--- src/rtl/pipe_hazard_ctrl_if.sv ---
// ---------------------------------------------------------------------------
// pipe_hazard_ctrl_if
// Groups the hazard controller's pipeline-side signals into one bundle.
//   master : the pipeline. It drives the hazard sources (IF/ID source regs,
//            ID/EX load info, branch resolution, MEM handshake) and receives
//            the stall/flush/freeze controls and the status/perf outputs.
//   slave  : the hazard controller. It receives the sources and drives the
//            controls.
// Parameter CNT_W : width of each performance counter.
// ---------------------------------------------------------------------------
interface pipe_hazard_ctrl_if #(
  parameter int CNT_W = 32
);
  logic [4:0]       ifid_rs1;
  logic [4:0]       ifid_rs2;
  logic             ifid_uses_rs2;
  logic             idex_Mem_Read;
  logic [4:0]       idex_rd;
  logic             branch_taken;
  logic             dmem_req;
  logic             dmem_ready;
  logic             pc_write;
  logic             ifid_write;
  logic             ifid_flush;
  logic             idex_stall;
  logic             pipe_freeze;
  logic [1:0]       state;
  logic             mem_timeout;
  logic [CNT_W-1:0] load_stall_cnt;
  logic [CNT_W-1:0] flush_cnt;
  logic [CNT_W-1:0] mem_wait_cnt;

  modport master (
    output ifid_rs1, ifid_rs2, ifid_uses_rs2, idex_Mem_Read, idex_rd,
           branch_taken, dmem_req, dmem_ready,
    input  pc_write, ifid_write, ifid_flush, idex_stall, pipe_freeze,
           state, mem_timeout, load_stall_cnt, flush_cnt, mem_wait_cnt
  );

  modport slave (
    input  ifid_rs1, ifid_rs2, ifid_uses_rs2, idex_Mem_Read, idex_rd,
           branch_taken, dmem_req, dmem_ready,
    output pc_write, ifid_write, ifid_flush, idex_stall, pipe_freeze,
           state, mem_timeout, load_stall_cnt, flush_cnt, mem_wait_cnt
  );
endinterface

--- src/rtl/pipe_hazard_ctrl.sv ---
// ---------------------------------------------------------------------------
// pipe_hazard_ctrl
// Hazard controller for a 5-stage in-order pipeline. Resolves, in priority
// order, a MEM-stage wait (freeze the whole pipe), a taken branch (flush
// IF/ID and bubble ID/EX) and a load-use hazard (hold PC/IF/ID and bubble
// ID/EX). Control outputs are combinational from the FSM state and the
// current inputs; state, wait counter, timeout flag and counters are
// registered.
//
// Ports:
//   clk    : single clock, rising edge
//   reset  : synchronous, active-high
//   hz     : pipe_hazard_ctrl_if.slave (hazard sources in, controls out,
//            state, mem_timeout, load_stall_cnt/flush_cnt/mem_wait_cnt)
// Parameters:
//   MAX_WAIT : wait cycles (2..255) after which mem_timeout latches
//   CNT_W    : performance counter width
// Configuration:
//   HAZARD_PERF_CNT_EN : when defined, the three saturating performance
//                        counters are built; otherwise they read as zero.
// ---------------------------------------------------------------------------
module pipe_hazard_ctrl #(
  parameter int MAX_WAIT = 16,
  parameter int CNT_W    = 32
) (
  input  logic              clk,
  input  logic              reset,
  pipe_hazard_ctrl_if.slave hz
);

  typedef enum logic [1:0] {
    RUN      = 2'b00,
    MEM_WAIT = 2'b01,
    FLUSH    = 2'b10
  } state_t;

  localparam logic [7:0] MAX_WAIT_C = MAX_WAIT[7:0];

  state_t     state_q, state_d;
  logic [7:0] wait_q, wait_d;
  logic       timeout_q, timeout_d;

  logic lu;
  logic mem_stall;
  logic pc_write_c, ifid_write_c, ifid_flush_c, idex_stall_c, pipe_freeze_c;

  assign lu = hz.idex_Mem_Read && (hz.idex_rd != 5'd0) &&
              ((hz.idex_rd == hz.ifid_rs1) ||
               (hz.ifid_uses_rs2 && (hz.idex_rd == hz.ifid_rs2)));

  assign mem_stall = hz.dmem_req && !hz.dmem_ready;

  always_ff @(posedge clk) begin
    if (reset) begin
      state_q   <= RUN;
      wait_q    <= 8'd0;
      timeout_q <= 1'b0;
    end else begin
      state_q   <= state_d;
      wait_q    <= wait_d;
      timeout_q <= timeout_d;
    end
  end

  always_comb begin
    state_d       = state_q;
    wait_d        = wait_q;
    timeout_d     = timeout_q;
    pc_write_c    = 1'b1;
    ifid_write_c  = 1'b1;
    ifid_flush_c  = 1'b0;
    idex_stall_c  = 1'b0;
    pipe_freeze_c = 1'b0;
    // While reset is high the inputs are masked and the RUN defaults stand.
    if (!reset) begin
      unique case (state_q)
        MEM_WAIT: begin
          if (!hz.dmem_ready) begin
            pipe_freeze_c = 1'b1;
            pc_write_c    = 1'b0;
            ifid_write_c  = 1'b0;
            wait_d        = (wait_q == 8'hFF) ? wait_q : wait_q + 8'd1;
          end else begin
            // Freeze released this cycle: branch/load-use resolve as in RUN.
            wait_d  = 8'd0;
            state_d = RUN;
            if (hz.branch_taken) begin
              ifid_flush_c = 1'b1;
              idex_stall_c = 1'b1;
              state_d      = FLUSH;
            end else if (lu) begin
              pc_write_c   = 1'b0;
              ifid_write_c = 1'b0;
              idex_stall_c = 1'b1;
            end
          end
        end
        default: begin
          // RUN and FLUSH share the freeze rule; FLUSH ignores branch and lu
          // because IF/ID holds the bubble inserted on the previous edge.
          wait_d  = 8'd0;
          state_d = RUN;
          if (mem_stall) begin
            pipe_freeze_c = 1'b1;
            pc_write_c    = 1'b0;
            ifid_write_c  = 1'b0;
            wait_d        = 8'd1;
            state_d       = MEM_WAIT;
          end else if (state_q == RUN && hz.branch_taken) begin
            ifid_flush_c = 1'b1;
            idex_stall_c = 1'b1;
            state_d      = FLUSH;
          end else if (state_q == RUN && lu) begin
            pc_write_c   = 1'b0;
            ifid_write_c = 1'b0;
            idex_stall_c = 1'b1;
          end
        end
      endcase
      if (pipe_freeze_c && (wait_d >= MAX_WAIT_C)) begin
        timeout_d = 1'b1;
      end
    end
  end

  assign hz.pc_write    = pc_write_c;
  assign hz.ifid_write  = ifid_write_c;
  assign hz.ifid_flush  = ifid_flush_c;
  assign hz.idex_stall  = idex_stall_c;
  assign hz.pipe_freeze = pipe_freeze_c;
  assign hz.state       = state_q;
  assign hz.mem_timeout = timeout_q;

`ifdef HAZARD_PERF_CNT_EN
  function automatic logic [CNT_W-1:0] sat_inc(input logic [CNT_W-1:0] v);
    return (&v) ? v : v + 1'b1;
  endfunction

  logic [CNT_W-1:0] ls_cnt_q, fl_cnt_q, mw_cnt_q;

  // A bubble without a flush is a load-use stall; a flush always carries one.
  always_ff @(posedge clk) begin
    if (reset) begin
      ls_cnt_q <= '0;
      fl_cnt_q <= '0;
      mw_cnt_q <= '0;
    end else begin
      if (idex_stall_c && !ifid_flush_c) ls_cnt_q <= sat_inc(ls_cnt_q);
      if (ifid_flush_c)                  fl_cnt_q <= sat_inc(fl_cnt_q);
      if (pipe_freeze_c)                 mw_cnt_q <= sat_inc(mw_cnt_q);
    end
  end

  assign hz.load_stall_cnt = ls_cnt_q;
  assign hz.flush_cnt      = fl_cnt_q;
  assign hz.mem_wait_cnt   = mw_cnt_q;
`else
  assign hz.load_stall_cnt = '0;
  assign hz.flush_cnt      = '0;
  assign hz.mem_wait_cnt   = '0;
`endif

endmodule

--- src/flat_wrapper.sv ---
// flat-port wrapper written by rule: the top's interface ports become plain ports
module pipe_hazard_ctrl_flat 
#(
  parameter int MAX_WAIT = 16,
  parameter int CNT_W    = 32
)
  (clk, reset, hz_ifid_rs1, hz_ifid_rs2, hz_ifid_uses_rs2, hz_idex_Mem_Read, hz_idex_rd, hz_branch_taken, hz_dmem_req, hz_dmem_ready, hz_pc_write, hz_ifid_write, hz_ifid_flush, hz_idex_stall, hz_pipe_freeze, hz_state, hz_mem_timeout, hz_load_stall_cnt, hz_flush_cnt, hz_mem_wait_cnt);
  pipe_hazard_ctrl_if #(.CNT_W(CNT_W)) hz_i ();
  input  logic clk;
  input  logic reset;
  input wire logic [$bits(hz_i.ifid_rs1)-1:0] hz_ifid_rs1;
  input wire logic [$bits(hz_i.ifid_rs2)-1:0] hz_ifid_rs2;
  input wire logic [$bits(hz_i.ifid_uses_rs2)-1:0] hz_ifid_uses_rs2;
  input wire logic [$bits(hz_i.idex_Mem_Read)-1:0] hz_idex_Mem_Read;
  input wire logic [$bits(hz_i.idex_rd)-1:0] hz_idex_rd;
  input wire logic [$bits(hz_i.branch_taken)-1:0] hz_branch_taken;
  input wire logic [$bits(hz_i.dmem_req)-1:0] hz_dmem_req;
  input wire logic [$bits(hz_i.dmem_ready)-1:0] hz_dmem_ready;
  output wire logic [$bits(hz_i.pc_write)-1:0] hz_pc_write;
  output wire logic [$bits(hz_i.ifid_write)-1:0] hz_ifid_write;
  output wire logic [$bits(hz_i.ifid_flush)-1:0] hz_ifid_flush;
  output wire logic [$bits(hz_i.idex_stall)-1:0] hz_idex_stall;
  output wire logic [$bits(hz_i.pipe_freeze)-1:0] hz_pipe_freeze;
  output wire logic [$bits(hz_i.state)-1:0] hz_state;
  output wire logic [$bits(hz_i.mem_timeout)-1:0] hz_mem_timeout;
  output wire logic [$bits(hz_i.load_stall_cnt)-1:0] hz_load_stall_cnt;
  output wire logic [$bits(hz_i.flush_cnt)-1:0] hz_flush_cnt;
  output wire logic [$bits(hz_i.mem_wait_cnt)-1:0] hz_mem_wait_cnt;
  assign hz_i.ifid_rs1 = hz_ifid_rs1;
  assign hz_i.ifid_rs2 = hz_ifid_rs2;
  assign hz_i.ifid_uses_rs2 = hz_ifid_uses_rs2;
  assign hz_i.idex_Mem_Read = hz_idex_Mem_Read;
  assign hz_i.idex_rd = hz_idex_rd;
  assign hz_i.branch_taken = hz_branch_taken;
  assign hz_i.dmem_req = hz_dmem_req;
  assign hz_i.dmem_ready = hz_dmem_ready;
  assign hz_pc_write = hz_i.pc_write;
  assign hz_ifid_write = hz_i.ifid_write;
  assign hz_ifid_flush = hz_i.ifid_flush;
  assign hz_idex_stall = hz_i.idex_stall;
  assign hz_pipe_freeze = hz_i.pipe_freeze;
  assign hz_state = hz_i.state;
  assign hz_mem_timeout = hz_i.mem_timeout;
  assign hz_load_stall_cnt = hz_i.load_stall_cnt;
  assign hz_flush_cnt = hz_i.flush_cnt;
  assign hz_mem_wait_cnt = hz_i.mem_wait_cnt;
  pipe_hazard_ctrl #(.MAX_WAIT(MAX_WAIT), .CNT_W(CNT_W)) u_core (.clk(clk), .reset(reset), .hz(hz_i));
endmodule
--- config.mk ---
export PLATFORM = sky130hd
export DESIGN_NAME = pipe_hazard_ctrl_flat
export DESIGN_NICKNAME = d
export VERILOG_FILES = /design/src/rtl/pipe_hazard_ctrl_if.sv /design/src/rtl/pipe_hazard_ctrl.sv /design/src/flat_wrapper.sv
export SDC_FILE = /design/constraint.sdc
export NUM_CORES = 1
export LEC_CHECK = 0
export ABC_CLOCK_PERIOD_IN_PS = 2000
export CELL_PAD_IN_SITES_DETAIL_PLACEMENT = 0
export CELL_PAD_IN_SITES_GLOBAL_PLACEMENT = 1
export CORE_MARGIN = 2
export CORE_UTILIZATION = 19
export CTS_CLUSTER_DIAMETER = 80
export CTS_CLUSTER_SIZE = 25
export DETAILED_ROUTE_END_ITERATION = 10
export PLACE_DENSITY = 0.82
export RECOVER_POWER = 100
export SETUP_SLACK_MARGIN = 0.1
export SLEW_MARGIN = 20
export SYNTH_ARGS = -nofsm -noshare
export SYNTH_HDL_FRONTEND = slang
export SYNTH_SLANG_ARGS = --single-unit
--- constraint.sdc ---
create_clock -name clk -period 2 [get_ports clk]
set_clock_uncertainty 0.05 [all_clocks]
set_input_delay 0.5 -clock clk [delete_from_list [all_inputs] [get_ports clk]]
set_output_delay 0.5 -clock clk [all_outputs]
set_load 0.03 [all_outputs]
**Yosys cells after proc, flatten, opt, wreduce, memory -nomap -nowiden**

Index checks and enable logic that the tools add are counted.

- Mux-type cells: 37
- Add/sub/neg operators: 1
- Reduce and logical (&&, ||, !) cells: 11
- Order comparisons: 1
- Equal/unequal tests: 5

Operators with widths:

| kind | count |
|---|---|
| 2-to-1 mux 8 bit | 4 |
| 2-to-1 mux 1 bit | 28 |
| == test 5 bit | 2 |
| 2-to-1 mux 2 bit | 5 |
| adder 8 x 1 -> 8 bit, second input constant | 1 |
| == test 8 bit, second input constant | 1 |
| >= comparator 8 x 5 -> 1 bit, second input constant | 1 |
| logical AND 1 bit | 7 |
| nonzero test 5 bit | 1 |
| == test 2 x 1 -> 1 bit, second input constant | 1 |
| logical NOT 2 bit | 1 |
| != test 2 bit, second input constant | 1 |
| logical NOT 1 bit | 1 |
| logical OR 1 bit | 1 |

- Word-level logic and storage cells: 58
- Flip-flop bits (word level): 11
- Output and inout port bits: 104
- Bits of input ports: 22

**Depth between registers and ports, before layout**

- Depth after elaboration: 10
- Mapped depth: 5

**Worst setup path after synthesis**

Ideal clock, no wire load.

- Path type: reg-to-output
- From: register u_core.state_q[0], in the netlist u_core.hz.state[0]
- To: output hz_pc_write
- Required time: 1.450 ns
- Cell stages (with the launch flop): 5
- Arrival time: 1.953 ns
- Path buffers: 1
- Setup slack: -0.503 ns
- Cells stage by stage: dfxtp_1 > nand2b_1 > a21boi_0 > o21ba_2 > buf_4

- Word-level cells in the longest chain between the ends: 7

RTL lines:

| what | line | source |
|---|---|---|
| from (decl) | pipe_hazard_ctrl.sv:39 | `state_t state_q, state_d;` |
| from (signal assigned) | pipe_hazard_ctrl.sv:59 | `state_q <= state_d;` |
| logical NOT 2 bit | pipe_hazard_ctrl.sv:109, pipe_hazard_ctrl.sv:113 |  |
| logical AND 1 bit | pipe_hazard_ctrl.sv:113 | `end else if (state_q == RUN && lu) begin` |
| 2-to-1 mux 1 bit (3 in series) | - |  |
| 2-to-1 mux 1 bit * (2 in series) | - |  |
| to (decl) | flat_wrapper.sv:19 | `output wire logic [$bits(hz_i.pc_write)-1:0] hz_pc_write;` |

Mark *: on every way between the ends. The rest lies on a longest branch, timed or not.

**Final worst setup path**

- From: input hz_idex_rd[4]
- To: output hz_pc_write

- Word-level cells in the longest chain between the ends: 10

RTL lines:

| what | line | source |
|---|---|---|
| from (decl) | flat_wrapper.sv:15 | `input wire logic [$bits(hz_i.idex_rd)-1:0] hz_idex_rd;` |
| == test 5 bit | pipe_hazard_ctrl.sv:49 | `(hz.ifid_uses_rs2 && (hz.idex_rd == hz.ifid_rs2)));` |
| logical AND 1 bit | pipe_hazard_ctrl.sv:49 |  |
| logical OR 1 bit | pipe_hazard_ctrl.sv:48 | `((hz.idex_rd == hz.ifid_rs1) \|\|` |
| logical AND 1 bit * | pipe_hazard_ctrl.sv:47 | `assign lu = hz.idex_Mem_Read && (hz.idex_rd != 5'd0) &&` |
| logical AND 1 bit | pipe_hazard_ctrl.sv:113 |  |
| 2-to-1 mux 1 bit | pipe_hazard_ctrl.sv:113 |  |
| 2-to-1 mux 1 bit | pipe_hazard_ctrl.sv:109 | `end else if (state_q == RUN && hz.branch_taken) begin` |
| 2-to-1 mux 1 bit | pipe_hazard_ctrl.sv:103 | `if (mem_stall) begin` |
| 2-to-1 mux 1 bit * | pipe_hazard_ctrl.sv:76 | `unique case (state_q)` |
| 2-to-1 mux 1 bit * | pipe_hazard_ctrl.sv:75 | `if (!reset) begin` |

Marked as above.

==> flow_summary.yaml <==
clocking:
  htreeDepth: 1
  clk-insertion-delay-late_ns: 0.24
  root_buffer: "clkbuf_8"
  cts_buffers: 3
  cts_hold_buffers: 0
  clk_pin_slew_worst_paths_ns: 0.05
  clock-sinks: 11
  cts_tree: "done"
  clockBufferDepth: 2
worst_setup_path:
  path_cells: "buf_6 > or4_4 > o21ai_2 > nand3b_1 > o21ba_4 > buf_6"
  required_ns: 1.45
  r2r-start: "u_core.wait_q[0]"
  reg2reg_depth: 5
  r2r-end: "u_core.wait_q[1]"
  worstSetupPathType: "in -> out"
  cp-startpoint: "hz_idex_rd[4]"
  critPathMostFrequentCell: "buf_6"
  worst_path_largest_cell_delay_ns: 0.53
  cp-endpoint: "hz_pc_write"
  crit_path_end_kind: "primary output"
  worstSetupStartpointType: "input pin"
  r2r_slack_ns: 0.28
  cp_slowest_cell: "or4_4"
  cp.arrival_ns: 1.68
  cp_max_fo: 3
power:
  net-switching-power_mw: 0.396
  ir_drop_mv: 0.147
  p_sw_share_pct: 47.5
  seq_power_share_pct: 27.2
  p_int_mw: 0.438
  p_clk_share_pct: 27.2
  leakagePower_nw: 0.820
  power_per_cell_area_mw_per_mm2: 516
  pwr-share-comb_pct: 45.6
  power_mw: 0.834
status:
  violations: "negative setup slack"
  status: "finished, violations left"
synthesis:
  yosys_warnings: 0
  syn_inst: 180
  async_flop_share_pct: 0
  synth_compound_area_share_pct: 11.5
  yosysUniqueCellTypes: 37
  synth_seq_area_share_pct: 15.2
  synth-simple-area-share_pct: 12.5
  synth.avg_cell_area_um2: 8.03
  synth_area_mm2: 0.00145
  synthAdderAreaFrac_pct: 0.866
  synth.area.top_cells: "buf_4 (50%), dfxtp_1 (15%), xor2_1 (5.5%)"
  yosysTopAreaCell: "buf_4"
  synthMuxAreaShare_pct: 1.39
  synth_seq_cells: 11
  synth_ff_type: "dfxtp_1"
  synth_xor_area_share_pct: 6.06
  synth_edf_count: 0
  synth_top_family_by_area: "buffers and inverters"
  synth_top_area_share_pct: 50.4
timing:
  maxSlewViolCount: 0
  fin_crit_ns: 2.23
  min_period_over_period_pct: 112
  slew-limit-headroom_pct: 66.3
  finalSetupViolations: 3
  hold_viol: 0
  timing.hold.ws_ns: 0.508
  rsz0062_at_grt: "true"
  setup_ws_ns: -0.230
  clock.fmax_ghz: 0.448
  tns_ns: -0.636
  worstMarginPinSlew_ns: 0.501
layout:
  drive_gt1_share_pct: 20.4
  final_nets: 245
  antennaDiodeCount: 0
  final_common_cell: "conb_1"
  final_cell_mix: "conb_1 (96), dfxtp_1 (11), buf_6 (10)"
  synthToLayoutAreaGrowth_pct: 11.9
grt:
  grt_pass1_vias: 892
  track_usage_pct: 6.00
  grt_max_degree: 8
  grt_pass1_wl_um: 4040
  antenna_found_initial: 0
  grt_overflow: 0
floorplanning:
  io_pins: 126
  dieHeight_um: 91.2
  initial_utilization_pct: 19.8
  die_w_um: 91.2
  core_area_mm2: 0.00729
  die_area_mm2: 0.00832
  rows: 31
routing:
  drcViolationCount: 0
  drt_first_pass_iters: 4
  wirelength_um: 2620
  vias_per_cell: 3.19
  routedWlPerCell_um: 8.19
  num_vias: 1021
  drt_iter0_drc: 13
  ant_nets: 0
worst_hold_path:
  min_from: "u_core.hz.mem_timeout"
  hp-class: "reg -> reg"
placed_design:
  dpl.hpwl_um: 2160
  io_buffers: 29
  gp_congestion: 0.755
flow_run:
  cap_violations: 0
## cell usage after synthesis, drive strengths merged, types with 2 or more instances
| library cell | n |
|---|---|
| inv | 4 |
| or2 | 2 |
| buf | 98 |
| nor2 | 9 |
| nand2 | 4 |
| a31oi | 4 |
| nor3 | 3 |
| and4 | 2 |
| mux2i | 2 |
| a21boi | 2 |
| o21ai | 3 |
| xor2 | 9 |
| a21oi | 4 |
| dfxtp | 11 |
| nand4 | 4 |
## metrics by stage
step / cells / utilization (%) / instance area [um2] / worst slack (ns)
final: 320 / 22.2 / 1620 / -0.230
after global routing: 320 / 22.2 / 1620 / -0.303
after CTS: 320 / 22.2 / 1620 / -0.259
after detailed placement: 316 / 21.3 / 1560 / -0.604
after global placement: 316 / 21.3 / 1560 / -0.562
after floorplan: 275 / - / 1820 / -0.153
## power groups by stage
stage / sequential, mW / combinational (mW) / clock (mW)
final: 0.227 / 0.381 / 0.227
after global routing: 0.227 / 0.400 / 0.240
after CTS: 0.227 / 0.369 / 0.230
after detailed placement: 0.231 / 0.369 / 0
after global placement: 0.231 / 0.368 / 0
after floorplan: 0.234 / 0.430 / 0
## cells by family (layout without fill, tap and decap cells)
kind of cell	count (synthesis)	count (layout)
compound gates	22	22
xor+xnor	10	10
fa+ha+maj	1	1
buf+inv	102	48
flops	11	11
mux	2	2
other cells	1	96
simple gates	31	31
## how the worst min path moves through the flow
| stage | cells after the start | end | slack, ns |
|---|---|---|---|
| final | 2 | u_core.hz.mem_timeout | 0.51 |
| after global routing | 2 | u_core.wait_q[0] | 0.56 |
| after CTS | 2 | u_core.wait_q[0] | 0.50 |
| after detailed placement | 2 | u_core.wait_q[0] | 0.49 |
| after global placement | 2 | u_core.wait_q[0] | 0.49 |
| after floorplan | 1 | u_core.wait_q[2] | 0.46 |
## critical path: cells and delay by family
| family | cells | cell delay, ns |
|---|---|---|
| AOI/OAI and AO/OA | 2 | 0.28 |
| buffers and inverters | 2 | 0.23 |
| and+or+nand+nor | 2 | 0.67 |
## repair_timing
| action | CTS | global route |
|---|---|---|
| pin swaps | 11 | 10 |
| resized for setup | 51 | 22 |
| endpoints found under the setup margin | 5 | 5 |
| buffers inserted | 0 | 0 |
## sequential cells by signal (all words and copies together), names as in the netlist
| signal | count |
|---|---|
| u_core.hz.mem_timeout | 1 |
| u_core.wait_q | 8 |
| u_core.hz.state | 2 |
## final cells by class
cell class / count / area (um2)
Fill cell: 813 / 5670
Multi-Input combinational cell: 162 / 870
Timing Repair Buffer: 40 / 344
Sequential cell: 11 / 220
Tap cell: 99 / 124
Clock buffer: 4 / 45.0
Inverter: 4 / 15.0
## layer usage
| layer | vias up | GRT usage (%) | share of wire (%) |
|---|---|---|---|
| li1 | 487 | - | - |
| met1 | 469 | 6.23 | 34 |
| met2 | 60 | 11.0 | 56 |
| met3 | 5 | 0.664 | 7.1 |
| met4 | 0 | 4.55 | 3.0 |
| met5 | - | 0 | 0 |
No activity file was read; power rests on OpenSTA's default activity.
